==> src/rtl/astro_pkg.sv <==
// Shared state encodings, default parameters and the score helper for the
// Astro Barrier game sequencer.
package astro_pkg;

  typedef enum logic [1:0] {
    ST_IDLE  = 2'b00,
    ST_PLAY  = 2'b01,
    ST_CLEAR = 2'b10,
    ST_DONE  = 2'b11
  } astro_state_e;

  localparam int unsigned DEF_N_TGT           = 32'd4;
  localparam int unsigned DEF_NUM_LEVELS      = 32'd4;
  localparam int unsigned DEF_SHOTS_PER_LEVEL = 32'd6;
  localparam int unsigned DEF_CLEAR_TICKS     = 32'd32;
  localparam int unsigned DEF_SCORE_W         = 32'd8;

  // A hit is worth level+1 points; the sum saturates at the all-ones value of width bits.
  function automatic logic [31:0] score_add(input logic [31:0] score,
                                            input logic [31:0] level,
                                            input int unsigned width);
    logic [32:0] sum;
    logic [32:0] max;
    max = (33'd1 << width) - 33'd1;
    sum = {1'b0, score} + {1'b0, level} + 33'd1;
    if (sum > max) begin
      return max[31:0];
    end else begin
      return sum[31:0];
    end
  endfunction

endpackage

==> src/rtl/astro_evt_capture.sv <==
// Sticky capture of datapath hit/expiry pulses and the fire button rising
// edge; everything pending is dropped on the consuming game tick.
module astro_evt_capture
  import astro_pkg::*;
#(
  parameter int unsigned ID_W = 32'd2
) (
  input  logic            clk,
  input  logic            reset_n,
  input  logic            consume_i,
  input  logic            fire_req_i,
  input  logic            hit_valid_i,
  input  logic [ID_W-1:0] hit_id_i,
  input  logic            bullet_done_i,
  output logic            fire_pend_o,
  output logic            hit_pend_o,
  output logic [ID_W-1:0] hit_id_o,
  output logic            done_pend_o
);

  logic            fire_prev_q, fire_q, hit_q, done_q;
  logic            fire_q_d, hit_d, done_d;
  logic [ID_W-1:0] id_q, id_d;

  // Pending view includes a pulse landing on the tick cycle itself.
  always_comb begin
    fire_pend_o = fire_q | (fire_req_i & ~fire_prev_q);
    hit_pend_o  = hit_q | hit_valid_i;
    hit_id_o    = hit_valid_i ? hit_id_i : id_q;
    done_pend_o = done_q | bullet_done_i;
    id_d        = hit_id_o;
    if (consume_i) begin
      fire_q_d = 1'b0;
      hit_d    = 1'b0;
      done_d   = 1'b0;
    end else begin
      fire_q_d = fire_pend_o;
      hit_d    = hit_pend_o;
      done_d   = done_pend_o;
    end
  end

  // Flag registers and fire level history.
  always_ff @(posedge clk or negedge reset_n) begin
    if (!reset_n) begin
      fire_prev_q <= 1'b0;
      fire_q      <= 1'b0;
      hit_q       <= 1'b0;
      done_q      <= 1'b0;
      id_q        <= '0;
    end else begin
      fire_prev_q <= fire_req_i;
      fire_q      <= fire_q_d;
      hit_q       <= hit_d;
      done_q      <= done_d;
      id_q        <= id_d;
    end
  end

endmodule

==> src/rtl/astro_game_ctrl.sv <==
// Astro Barrier game sequencer: state machine, levels, shot budget, target mask
// and score. Optional shot refund on hit is enabled by ASTRO_REFUND_SHOT_EN.
module astro_game_ctrl
  import astro_pkg::*;
#(
  parameter  int unsigned N_TGT           = DEF_N_TGT,
  parameter  int unsigned NUM_LEVELS      = DEF_NUM_LEVELS,
  parameter  int unsigned SHOTS_PER_LEVEL = DEF_SHOTS_PER_LEVEL,
  parameter  int unsigned CLEAR_TICKS     = DEF_CLEAR_TICKS,
  parameter  int unsigned SCORE_W         = DEF_SCORE_W,
  localparam int unsigned ID_W            = $clog2(N_TGT),
  localparam int unsigned LVL_W           = $clog2(NUM_LEVELS),
  localparam int unsigned SHOT_W          = $clog2(SHOTS_PER_LEVEL + 1),
  localparam int unsigned CNT_W           = $clog2(CLEAR_TICKS)
) (
  input  logic               clk,
  input  logic               reset_n,
  input  logic               tick,
  input  logic               start,
  input  logic               fire_req,
  input  logic               hit_valid,
  input  logic [ID_W-1:0]    hit_id,
  input  logic               bullet_done,
  output logic [1:0]         state,
  output logic [LVL_W-1:0]   level,
  output logic [SHOT_W-1:0]  shots_left,
  output logic               bullet_launch,
  output logic               in_flight,
  output logic [N_TGT-1:0]   tgt_alive,
  output logic [SCORE_W-1:0] score,
  output logic               won,
  output logic               lost
);

  astro_state_e       state_q, state_d;
  logic [LVL_W-1:0]   level_q, level_d;
  logic [SHOT_W-1:0]  shots_q, shots_d;
  logic [N_TGT-1:0]   alive_q, alive_d;
  logic [SCORE_W-1:0] score_q, score_d;
  logic [CNT_W-1:0]   clr_cnt_q, clr_cnt_d;
  logic               infl_q, infl_d, launch_q, launch_d, won_q, won_d, lost_q, lost_d;
  logic               fire_pend_s, hit_pend_s, done_pend_s;
  logic [ID_W-1:0]    hit_id_s;

  astro_evt_capture #(.ID_W(ID_W)) u_evt (
    .clk          (clk),
    .reset_n      (reset_n),
    .consume_i    (tick),
    .fire_req_i   (fire_req),
    .hit_valid_i  (hit_valid),
    .hit_id_i     (hit_id),
    .bullet_done_i(bullet_done),
    .fire_pend_o  (fire_pend_s),
    .hit_pend_o   (hit_pend_s),
    .hit_id_o     (hit_id_s),
    .done_pend_o  (done_pend_s)
  );

  // Next-state logic; PLAY steps chain through the _d values so later steps see earlier effects.
  always_comb begin
    state_d   = state_q;
    level_d   = level_q;
    shots_d   = shots_q;
    alive_d   = alive_q;
    score_d   = score_q;
    clr_cnt_d = clr_cnt_q;
    infl_d    = infl_q;
    won_d     = won_q;
    lost_d    = lost_q;
    launch_d  = 1'b0;
    if (tick) begin
      case (state_q)
        ST_IDLE: begin
          if (start) begin
            state_d = ST_PLAY;
            level_d = '0;
            score_d = '0;
            shots_d = SHOT_W'(SHOTS_PER_LEVEL);
            alive_d = '1;
            infl_d  = 1'b0;
          end else begin
            state_d = ST_IDLE;
          end
        end
        ST_PLAY: begin
          if (hit_pend_s && infl_q && alive_q[hit_id_s]) begin
            alive_d[hit_id_s] = 1'b0;
            infl_d            = 1'b0;
            score_d           = SCORE_W'(score_add(32'(score_q), 32'(level_q), SCORE_W));
`ifdef ASTRO_REFUND_SHOT_EN
            if (shots_q < SHOT_W'(SHOTS_PER_LEVEL)) begin
              shots_d = shots_q + SHOT_W'(1);
            end else begin
              shots_d = shots_q;
            end
`else
            shots_d = shots_q;
`endif
          end else if (done_pend_s && infl_q) begin
            infl_d = 1'b0;
          end else begin
            infl_d = infl_q;
          end
          if (fire_pend_s && !infl_d && (shots_d != '0)) begin
            launch_d = 1'b1;
            infl_d   = 1'b1;
            shots_d  = shots_d - SHOT_W'(1);
          end else begin
            launch_d = 1'b0;
          end
          if (alive_d == '0) begin
            state_d   = ST_CLEAR;
            clr_cnt_d = '0;
          end else if ((shots_d == '0) && !infl_d) begin
            state_d = ST_DONE;
            lost_d  = 1'b1;
          end else begin
            state_d = ST_PLAY;
          end
        end
        ST_CLEAR: begin
          if (clr_cnt_q == CNT_W'(CLEAR_TICKS - 1)) begin
            if (level_q == LVL_W'(NUM_LEVELS - 1)) begin
              state_d = ST_DONE;
              won_d   = 1'b1;
            end else begin
              state_d = ST_PLAY;
              level_d = level_q + LVL_W'(1);
              shots_d = SHOT_W'(SHOTS_PER_LEVEL);
              alive_d = '1;
            end
          end else begin
            clr_cnt_d = clr_cnt_q + CNT_W'(1);
          end
        end
        ST_DONE: begin
          if (!start) begin
            state_d = ST_IDLE;
            won_d   = 1'b0;
            lost_d  = 1'b0;
          end else begin
            state_d = ST_DONE;
          end
        end
        default: state_d = ST_IDLE;
      endcase
    end else begin
      state_d = state_q;
    end
  end

  // Game state registers; all outputs come straight from here.
  always_ff @(posedge clk or negedge reset_n) begin
    if (!reset_n) begin
      state_q   <= ST_IDLE;
      level_q   <= '0;
      shots_q   <= '0;
      alive_q   <= '0;
      score_q   <= '0;
      clr_cnt_q <= '0;
      infl_q    <= 1'b0;
      launch_q  <= 1'b0;
      won_q     <= 1'b0;
      lost_q    <= 1'b0;
    end else begin
      state_q   <= state_d;
      level_q   <= level_d;
      shots_q   <= shots_d;
      alive_q   <= alive_d;
      score_q   <= score_d;
      clr_cnt_q <= clr_cnt_d;
      infl_q    <= infl_d;
      launch_q  <= launch_d;
      won_q     <= won_d;
      lost_q    <= lost_d;
    end
  end

  assign state         = state_q;
  assign level         = level_q;
  assign shots_left    = shots_q;
  assign tgt_alive     = alive_q;
  assign score         = score_q;
  assign in_flight     = infl_q;
  assign bullet_launch = launch_q;
  assign won           = won_q;
  assign lost          = lost_q;

endmodule

==> config.mk <==
export PLATFORM = sky130hd
export DESIGN_NAME = astro_game_ctrl
export DESIGN_NICKNAME = d
export VERILOG_FILES = /design/src/rtl/astro_pkg.sv /design/src/rtl/astro_evt_capture.sv /design/src/rtl/astro_game_ctrl.sv
export SDC_FILE = /design/constraint.sdc
export NUM_CORES = 1
export LEC_CHECK = 0
export ABC_AREA = 1
export ABC_CLOCK_PERIOD_IN_PS = 2100
export CORE_MARGIN = 2
export CORE_UTILIZATION = 48
export DETAILED_ROUTE_END_ITERATION = 8
export PLACE_DENSITY = 0.76
export SLEW_MARGIN = 20
export SYNTH_ARGS = -nofsm -noshare
export SYNTH_HDL_FRONTEND = slang
export SYNTH_SLANG_ARGS = --single-unit
==> constraint.sdc <==
create_clock -name clk -period 2.1 [get_ports clk]
set_input_delay 0.42 -clock clk [delete_from_list [all_inputs] [get_ports clk]]
set_output_delay 0.42 -clock clk [all_outputs]
set_load 0.02 [all_outputs]
Yosys cells after proc, flatten, opt, wreduce, memory -nomap -nowiden
Cells that the tools add are included.

storage, ports and cells
  bits in registers = 34
  bits of input ports = 9

cells by class
  add/sub/neg operators = 5
  order comparisons = 3
  equality and inequality tests = 15
  mux-type cells = 61
  bitwise logic cells = 7
  reduce and logical (&&, ||, !) cells = 27

operators with widths
  cell                    count
  $mux W3                 8
  $mux W4                 6
  $mux W8                 3
  $mux W1                 22
  $ne A2 B2 Y1 const B    10
  $reduce_and A5 Y1       4
  $mux W2                 9
  $pmux W8 S2             1
  $pmux W4 S3             1
  $add A9 B1 Y10 const B  1
  $gt A10 B8 Y1 const B   1
  $mux W5                 2
  $pmux W5 S2             1
  $reduce_bool A2 Y1      5
  $add A8 B2 Y9           1
  $pmux W3 S3             1
  $pmux W2 S4             1
  $reduce_and A4 Y1       2
  $logic_and A1 B1 Y1     7
  $eq A2 B2 Y1 const B    3
  $pmux W1 S2             3
  $reduce_bool A3 Y1      2
  $add A5 B1 Y5 const B   1
  $eq A5 B5 Y1 const B    1
  19 further kinds        22

Logic depth before layout (Yosys ltp)
Gate-level depths: netlist (run 1).

  depth after elaboration = 18
  mapped depth = 16
  mapped depth without buffers = 16

Hierarchy
A second synthesis (run 1) with hierarchy kept.

unflattened totals
  cell total of the unflattened synthesis = 265
  area total of the unflattened synthesis = 1,991.9 um2

modules (own cells, without submodules)
  module             times used  cells each  area an instance (um2)  seq. area each (um2)
  astro_game_ctrl    1           240         1,762.9                 700.7
  astro_evt_capture  1           25          229.0                   150.1

Least setup slack after synthesis (run 1)
No wires, ideal clock.

  path kind = reg2reg
  from = register level_q[0], in the netlist level[0]
  to = register score_q[3], in the netlist score[3]
  library setup time = 87 ps
  data arrival time = 2,123 ps
  required time = 2,013 ps
  setup slack = -110 ps
  cell stages (with the launch flop) = 13
  path through = dfrtp_1 inv_1 ha_1 fa_1 nor2_1 nand2_1 nor2_1 nand2_1 nor2_1 inv_1 nor2_1 o21ai_0 a22oi_1

on the way
  longest elaborated chain between the ends = 6

RTL lines
  item                    RTL line                text
  from (decl)             astro_game_ctrl.sv:36   logic [LVL_W-1:0] level_q, level_d;
  from (signal assigned)  astro_game_ctrl.sv:167  level_q <= level_d;
  $add A8 B2 Y9 (*)       astro_pkg.sv:25         sum = {1'b0, score} + {1'b0, level} + 33'd1;
  $add A9 B1 Y10 (*)      astro_pkg.sv:25
  $gt A10 B8 Y1           astro_pkg.sv:26         if (sum > max) begin
  $mux W8 (*)             astro_pkg.sv:26
  $mux W8 (*)             astro_game_ctrl.sv:86   if (hit_pend_s && infl_q && alive_q[hit_id_s]) begin
  $pmux W8 S2 (*)         astro_game_ctrl.sv:72   case (state_q)
  to (signal assigned)    astro_game_ctrl.sv:170  score_q <= score_d;
  to (decl)               astro_game_ctrl.sv:39   logic [SCORE_W-1:0] score_q, score_d;

Mark *: on every way between the ends. The rest lies on a longest branch, timed or not. The select of a mux whose other input is x is not followed.
A chain may end at the register's enable or synchronous reset.

Final worst setup path (run 1)
  from = register score_q[0], in the netlist score[0]
  to = register score_q[0], in the netlist score[0]

on the way
  longest elaborated chain between the ends = 6

RTL lines
  item                RTL line
  $add A8 B2 Y9 (*)   astro_pkg.sv:25
  $add A9 B1 Y10 (*)  astro_pkg.sv:25
  $gt A10 B8 Y1       astro_pkg.sv:26
  $mux W8 (*)         astro_pkg.sv:26
  $mux W8 (*)         astro_game_ctrl.sv:86
  $pmux W8 S2 (*)     astro_game_ctrl.sv:72

Marked as above.

==> flow_metrics.env, run 1 <==
export IMPL_startpoint="score[0]"
export IMPL_insertion_delay_ns=0.29
export IMPL_register_area_um2=852.1
export IMPL_swShare_pct=36.55
export IMPL_startpoint_type="register"
export IMPL_r2r_end="score[0]"
export IMPL_hold_violations=0
export IMPL_cp_cell_sequence="inv_2, ha_4, fa_2, nor2_4, nand2_2, nor2_2, nand2_1, nor2_2, inv_2, buf_4, o21ai_2, nand3_1, o21ai_1"
export IMPL_hold_class="reg -> reg"
export IMPL_r2r_start="score[0]"
export IMPL_numCtsBuffers=5
export IMPL_critPathMaxStageDelay_ns=0.38
export IMPL_clock_root_buffer="clkbuf_8"
export IMPL_syn2layout_area_growth_pct=34.85
export IMPL_fin_hold_ws_ns=0.4828
export IMPL_grt_pass1_wl_um=7072
export IMPL_synth_fp_nets=270
export IMPL_worstPathArrival_ns=2.21
export IMPL_combPwrFrac_pct=42.4
export IMPL_period_minus_slack_ns=1.992
export IMPL_path_clk_slew_ns=0.08
export IMPL_fin_cells=362
export IMPL_synth_ff_type="dfrtp_1"
export IMPL_grt_usage_pct=20.56
export IMPL_internal_power_mw=1.610
export IMPL_netlist_area_um2=2007
export IMPL_wl_met1_um=1920
export IMPL_pre_cts_slack_ns=-0.1873
export IMPL_highest_layer="met4"
export IMPL_finalClockSkew_ns=0.009467
export IMPL_period_share_pct=94.86
export IMPL_fp_dieW_um=68.66
export IMPL_portBuffers=31
export IMPL_ys_seq_elements=34
export IMPL_dpl_cell_count=350
export IMPL_grt_antenna_before_repair=0
export IMPL_slowest_stage="fa_2"
export IMPL_num_vias=1827
export IMPL_worstSetupPathType="reg -> reg"
export IMPL_ir_worst_vdd_mv=0.5005
export IMPL_power_switching_mw=0.9278
export IMPL_drt_total_wl_um=4340
export IMPL_yosysTopAreaCell="dfrtp_1"
export IMPL_remaining_drc_errors=0
export IMPL_maxSlewViolCount=0
export IMPL_grt_pass1_vias=1673
export IMPL_final_setup_viol_count=0
export IMPL_htreeDepth=2
export IMPL_crit_path_end_kind="register"
export IMPL_netlist_area_leader_share_pct=42.39
export IMPL_yosys_top_cells_area="dfrtp_1, nand2_1, nor2_1"
export IMPL_status="complete, no violations"
export IMPL_cts_buffer_depth=2
export IMPL_ff2ff_setup_slack_ns=0.11
export IMPL_tightest_slew_ns=0.4263
export IMPL_drive_above_1_share_pct=24.04
export IMPL_start_util_pct=50.17
export IMPL_wl_met3_um=204
export IMPL_async_flop_share_pct=100.0
export IMPL_overflow=0
export IMPL_dieHeight_um=68.66
export IMPL_drt_iter0_drc=75
export IMPL_fill_cells=327
export IMPL_synth_edf_count=0
export IMPL_finalNetCount=328
export IMPL_core_area_um2=4000
export IMPL_cp_data_required_time_ns=2.32
export IMPL_cts_tree="done"
export IMPL_hpwl_um=3204
export IMPL_power_frac_clock_pct=22.6
export IMPL_grt_max_degree=35
export IMPL_p_total_mw=2.538
export IMPL_crit_fanout=3
export IMPL_antenna_cells=0
export IMPL_p_per_area_nw_per_um2=937.9
export IMPL_maxCapViolations=0
export IMPL_num_rows=23
export IMPL_multi_input_area_um2=1042
export IMPL_synth_warnings=0
export IMPL_ios=32
export IMPL_syn_inst=253
export IMPL_power_leakage_nw=1.269
export IMPL_gp_congestion=0.8654
export IMPL_cts_hold_buffers=0
export IMPL_synthDistinctLibCells=35
export IMPL_p_seq_share_pct=35.0
export IMPL_drt_pre_antenna_iters=5
export IMPL_vias_per_cell=5.047
export IMPL_fmax_mhz=502.0
export IMPL_ant_nets=0
export IMPL_cts_sinks=34
export IMPL_reg2reg_depth=13
export IMPL_fin_ws_ns=0.1079
export IMPL_endpoint="score[0]"
export IMPL_wl_met2_um=2137
export IMPL_die_area_um2=4714
export IMPL_ys_seq_area_share_pct=42.39
export IMPL_slew_headroom_pct=71.58
export IMPL_synth_avg_cell_area_um2=7.933
export IMPL_wl_per_cell_um=11.99
==> per-stage QoR <==
stage / util, % / setup TNS, ns / area [um2]
6_report: 67.66 / 0 / 2706
5_1_grt: 67.66 / -0.3834 / 2706
4_1_cts: 66.03 / 0 / 2641
3_5_place_dp: 62.97 / -2.754 / 2519
3_3_place_gp: 62.97 / -1.466 / 2519
2_1_floorplan: - / 0 / 2011
==> power groups by stage <==
stage | combinational [mW] | sequential [mW] | clock (mW)
after floorplan | 0.449 | 1.01 | 0
after global placement | 0.985 | 0.895 | 0
after global routing | 1.19 | 0.908 | 0.613
after detailed placement | 1.00 | 0.898 | 0
final | 1.08 | 0.890 | 0.574
after CTS | 1.02 | 0.887 | 0.582
==> worst max-delay path, delay by kind of cell (launching register included) <==
family                     cells  cell delay (ns)
and+or+nand+nor                6             0.56
adders and majority gates      2             0.54
DFF                            1             0.37
buffers and inverters          3             0.26
AOI/OAI and AO/OA              2             0.18
==> kinds of logic (layout without fill, tap and decap cells) <==
family	after synthesis	after routing	share of synthesized area [%]
AND/OR/NAND/NOR	126	126	29.55
AO/OA/AOI/OAI	43	43	13.34
buffers and inverters	39	98	8.042
flip-flops	34	34	42.39
adder cells (fa/ha/maj)	8	8	5.361
XOR/XNOR	3	3	1.309
==> flip-flops by register name, indices dropped and copies added, names as in the netlist, 2 cells and up <==
register    cells
clr_cnt_q       5
level           2
score           8
shots_left      3
state           2
tgt_alive       4
u_evt.id_q      2
==> repair_timing <==
| item | 4_1_cts | 5_1_grt |
|---|---|---|
| pin swaps | 0 | 5 |
| buffers inserted | 0 | 4 |
| resized for setup | 4 | 19 |
| endpoints found under the setup margin | 6 | 19 |
==> Yosys cell counts, drive strengths merged, types with 4 or more instances <==
cell and n:
inv 34, dfrtp 34, nand3b 4, a22oi 4, nor2 32, buf 4
nand2 64, nand3 21, a21oi 9, o21ai 25, ha 7
==> layer usage <==
layer / vias to the layer above / GRT usage, %
met5: - / 0
met4: 0 / 9.000
met3: 9 / 5.195
met2: 38 / 34.62
met1: 846 / 24.74
li1: 934 / -
==> area by class of cell <==
cell class / count / share of cell area, %
clock buffers: 8 / 4.068
repair buffers: 55 / 18.68
well taps: 50 / 2.312
inverters: 35 / 4.947
flip-flops and latches: 34 / 31.48
multi-input cells: 180 / 38.51
==> cell usage in the layout (no fill, tap or decap), types with 8 or more instances in the layout <==
master / count
dfrtp_1: 33
clkdlybuf4s50_1: 30
inv_1: 25
nand2_1: 50
o21ai_1: 10
o21ai_0: 10
inv_2: 8
nand2_2: 12
clkbuf_8: 8
buf_4: 23
nand3_1: 21
nor2_1: 25
==> how the worst min path moves through the flow <==
| stage | from | endpoint | slack [ns] | depth (start not counted) |
|---|---|---|---|---|
| 3_5_place_dp | u_evt.hit_q | u_evt.hit_q | 0.47 | 2 |
| 2_1_floorplan | reset_n | bullet_launch | 0.12 | 0 |
| 5_1_grt | u_evt.done_q | u_evt.done_q | 0.53 | 2 |
| 4_1_cts | u_evt.fire_q | u_evt.fire_q | 0.49 | 2 |
| 6_report | u_evt.fire_q | u_evt.fire_q | 0.48 | 2 |
| 3_3_place_gp | u_evt.fire_q | u_evt.fire_q | 0.47 | 2 |
No activity file was read; power rests on OpenSTA's default activity.
==> run 2, diff against run 1 <==
--- a/config.mk
+++ b/config.mk
@@ -7,10 +7,12 @@
 export LEC_CHECK = 0
 export ABC_AREA = 1
 export ABC_CLOCK_PERIOD_IN_PS = 2100
+export CAP_MARGIN = 20
 export CORE_MARGIN = 2
-export CORE_UTILIZATION = 48
+export CORE_UTILIZATION = 50
+export CTS_BUF_LIST = sky130_fd_sc_hd__clkbuf_8
 export DETAILED_ROUTE_END_ITERATION = 8
-export PLACE_DENSITY = 0.76
+export PLACE_DENSITY = 0.78
 export SLEW_MARGIN = 20
 export SYNTH_ARGS = -nofsm -noshare
 export SYNTH_HDL_FRONTEND = slang
==> constraint.sdc (replaced) <==
create_clock -name clk -period 2.1 [get_ports clk]
set_input_delay 0.42 -clock clk [delete_from_list [all_inputs] [get_ports clk]]
set_output_delay 0.42 -clock clk [all_outputs]
set_load 0.005 [all_outputs]
==> run 2 against run 1 <==
  * Global-route usage rose by 1.0 points
  * Die area down 3.8%
  * Register-to-register slack got worse by 0.08 ns
  * Clock skew shrank 0.0081 ns
  * Sequential share of layout area barely moved
  * Critical path depth is the same
  * First-iteration DRC count increased by 2.7%
  * Via count grew 0.44%
  * Maximum frequency is 3.7% lower
  * Sequential cell count stayed put
  * Design area fell by 0.19%
  * Critical endpoint is now score[7]
  * Largest cell class unchanged
==> flow_metrics.env, run 2 (synthesis gave the netlist of run 1 again) <==
export IMPL_core_area_um2=3943
export IMPL_tightest_slew_ns=0.4712
export IMPL_dieHeight_um=67.36
export IMPL_stdcell_area_um2=2701
export IMPL_vias_per_cell=5.041
export IMPL_insertion_delay_ns=0.28
export IMPL_hold_violations=0
export IMPL_grt_max_degree=35
export IMPL_p_total_mw=2.291
export IMPL_ant_nets=0
export IMPL_register_area_um2=850.8
export IMPL_final_setup_viol_count=0
export IMPL_drt_total_wl_um=4517
export IMPL_largest_reg_flops=8
export IMPL_die_area_um2=4537
export IMPL_grt_util_met2_pct=36.26
export IMPL_wl_per_cell_um=12.41
export IMPL_cts_buffer_depth=2
export IMPL_drive_above_1_share_pct=23.89
export IMPL_period_minus_slack_ns=2.069
export IMPL_worstPathArrival_ns=2.27
export IMPL_final_util_pct=68.52
export IMPL_rsz0062_at_grt="true"
export IMPL_multi_input_area_um2=1059
export IMPL_start_util_pct=50.90
export IMPL_worstSetupPathType="reg -> reg"
export IMPL_path_clk_slew_ns=0.07
export IMPL_finalClockSkew_ns=0.001341
export IMPL_clock_root_buffer="clkbuf_8"
export IMPL_grt_usage_pct=21.58
export IMPL_antenna_cells=0
export IMPL_num_vias=1835
export IMPL_busiest_layer="met2"
export IMPL_startpoint_type="register"
export IMPL_use_met1_pct=27.07
export IMPL_power_leakage_nw=1.279
export IMPL_ios=32
export IMPL_ir_worst_vdd_mv=0.6203
export IMPL_cts_tree="done"
export IMPL_crit_fanout=4
export IMPL_finalNetCount=331
export IMPL_drt_iter0_drc=77
export IMPL_hpwl_um=3180
export IMPL_grt_pass1_wl_um=7417
export IMPL_fill_cells=323
export IMPL_grt_antenna_before_repair=0
export IMPL_final_cell_mix="nand2_1, dfrtp_1, clkdlybuf4s50_1"
export IMPL_maxSlewViolCount=0
export IMPL_maxCapViolations=0
export IMPL_syn2layout_area_growth_pct=34.60
export IMPL_layout_commonest_cell="nand2_1"
export IMPL_fmax_mhz=483.4
export IMPL_status="complete, no violations"
export IMPL_portBuffers=31
export IMPL_gp_congestion=0.8203
export IMPL_drt_pre_antenna_iters=4
export IMPL_grt_pass1_vias=1749
export IMPL_cp_data_required_time_ns=2.30
export IMPL_cts_sinks=34
export IMPL_overflow=0
export IMPL_numCtsBuffers=5
export IMPL_p_per_area_nw_per_um2=848.2
export IMPL_crit_path_end_kind="register"
export IMPL_remaining_drc_errors=0
export IMPL_grtUsageMet3_pct=4.667
export IMPL_hold_class="reg -> reg"
export IMPL_num_rows=23
export IMPL_period_share_pct=98.50
export IMPL_htreeDepth=2
export IMPL_dpl_cell_area_um2=2525
export IMPL_cts_hold_buffers=0
export IMPL_fp_dieW_um=67.36
export IMPL_slew_headroom_pct=68.47
run 2: changes by cell type in the layout (fill, tap and decap cells not counted):
cell and delta:
buf_6 +1, nand2_4 +1, clkbuf_8 -3, nand2_2 -1, inv_1 +2, o21ai_2 +1, a21oi_4 +1, a21oi_2 -1
dfrtp_1 +1, buf_4 +3, o21ai_1 -1, dfrtp_2 -1, buf_12 -1
run 2: final cells by class:
| class | count | area share (%) |
|---|---|---|
| well taps | 50 | 2.316 |
| inverters | 35 | 4.956 |
| multi-input cells | 180 | 39.18 |
| repair buffers | 58 | 19.22 |
| clock inverters | 2 | 0.2779 |
| flip-flops and latches | 34 | 31.50 |
| clock buffers | 5 | 2.547 |
run 2: worst max-delay path, cell delays in order, from the launching register on:
cell	delay, ns
dfrtp_1	0.38
inv_2	0.07
ha_4	0.17
fa_2	0.39
nor2_4	0.13
nand2_2	0.07
nor2_2	0.10
nand2_1	0.07
nor2_2	0.13
inv_2	0.07
buf_6	0.13
nand2_4	0.05
o21ai_2	0.05
a22oi_1	0.18
run 2: per-layer routing:
metal  wire length [um]  vias to the layer above
met5                  0                        -
met3                189                        4
li1                   -                      937
met1               2016                      857
met2               2260                       37
met4                 51                        0
run 2: repair_timing:
action	4_1_cts	5_1_grt
gates resized for setup	7	21
pin swaps	3	8
endpoints found under the setup margin	8	23
hold endpoints to repair	0	0
buffers inserted	1	3
run 2: worst paths after layout:
check	to	from	cells past startpoint	slack (ns)
max	score[7]	level[0]	13	0.03
min	u_evt.fire_q	u_evt.fire_q	2	0.48
max reg2reg	score[7]	level[0]	13	0.03
min reg2reg	u_evt.fire_q	u_evt.fire_q	2	0.48
max in group asynchronous	shots_left[1]	reset_n	2	1.24
min in group asynchronous	u_evt.id_q[1]	reset_n	2	0.55
run 2: through the flow:
| step | hold WS (ns) | TNS [ns] | instances | setup slack (ns) |
|---|---|---|---|---|
| after floorplan | 0.1244 | 0 | 253 | 0.02874 |
| after global placement | 0.4711 | -1.749 | 353 | -0.1316 |
| after detailed placement | 0.4710 | -2.474 | 353 | -0.1745 |
| after CTS | 0.4927 | 0 | 361 | 0.03554 |
| after global routing | 0.5293 | -0.2825 | 364 | -0.06265 |
| final | 0.4848 | 0 | 364 | 0.03143 |
run 2: report_power, final:
part           leakage (nW)  total [mW]  internal, mW  switching [mW]
registers             0.425       0.890         0.775           0.115
clock network        0.0466       0.443         0.218           0.225
logic                 0.807       0.958         0.501           0.456
total                  1.28        2.29          1.49           0.797
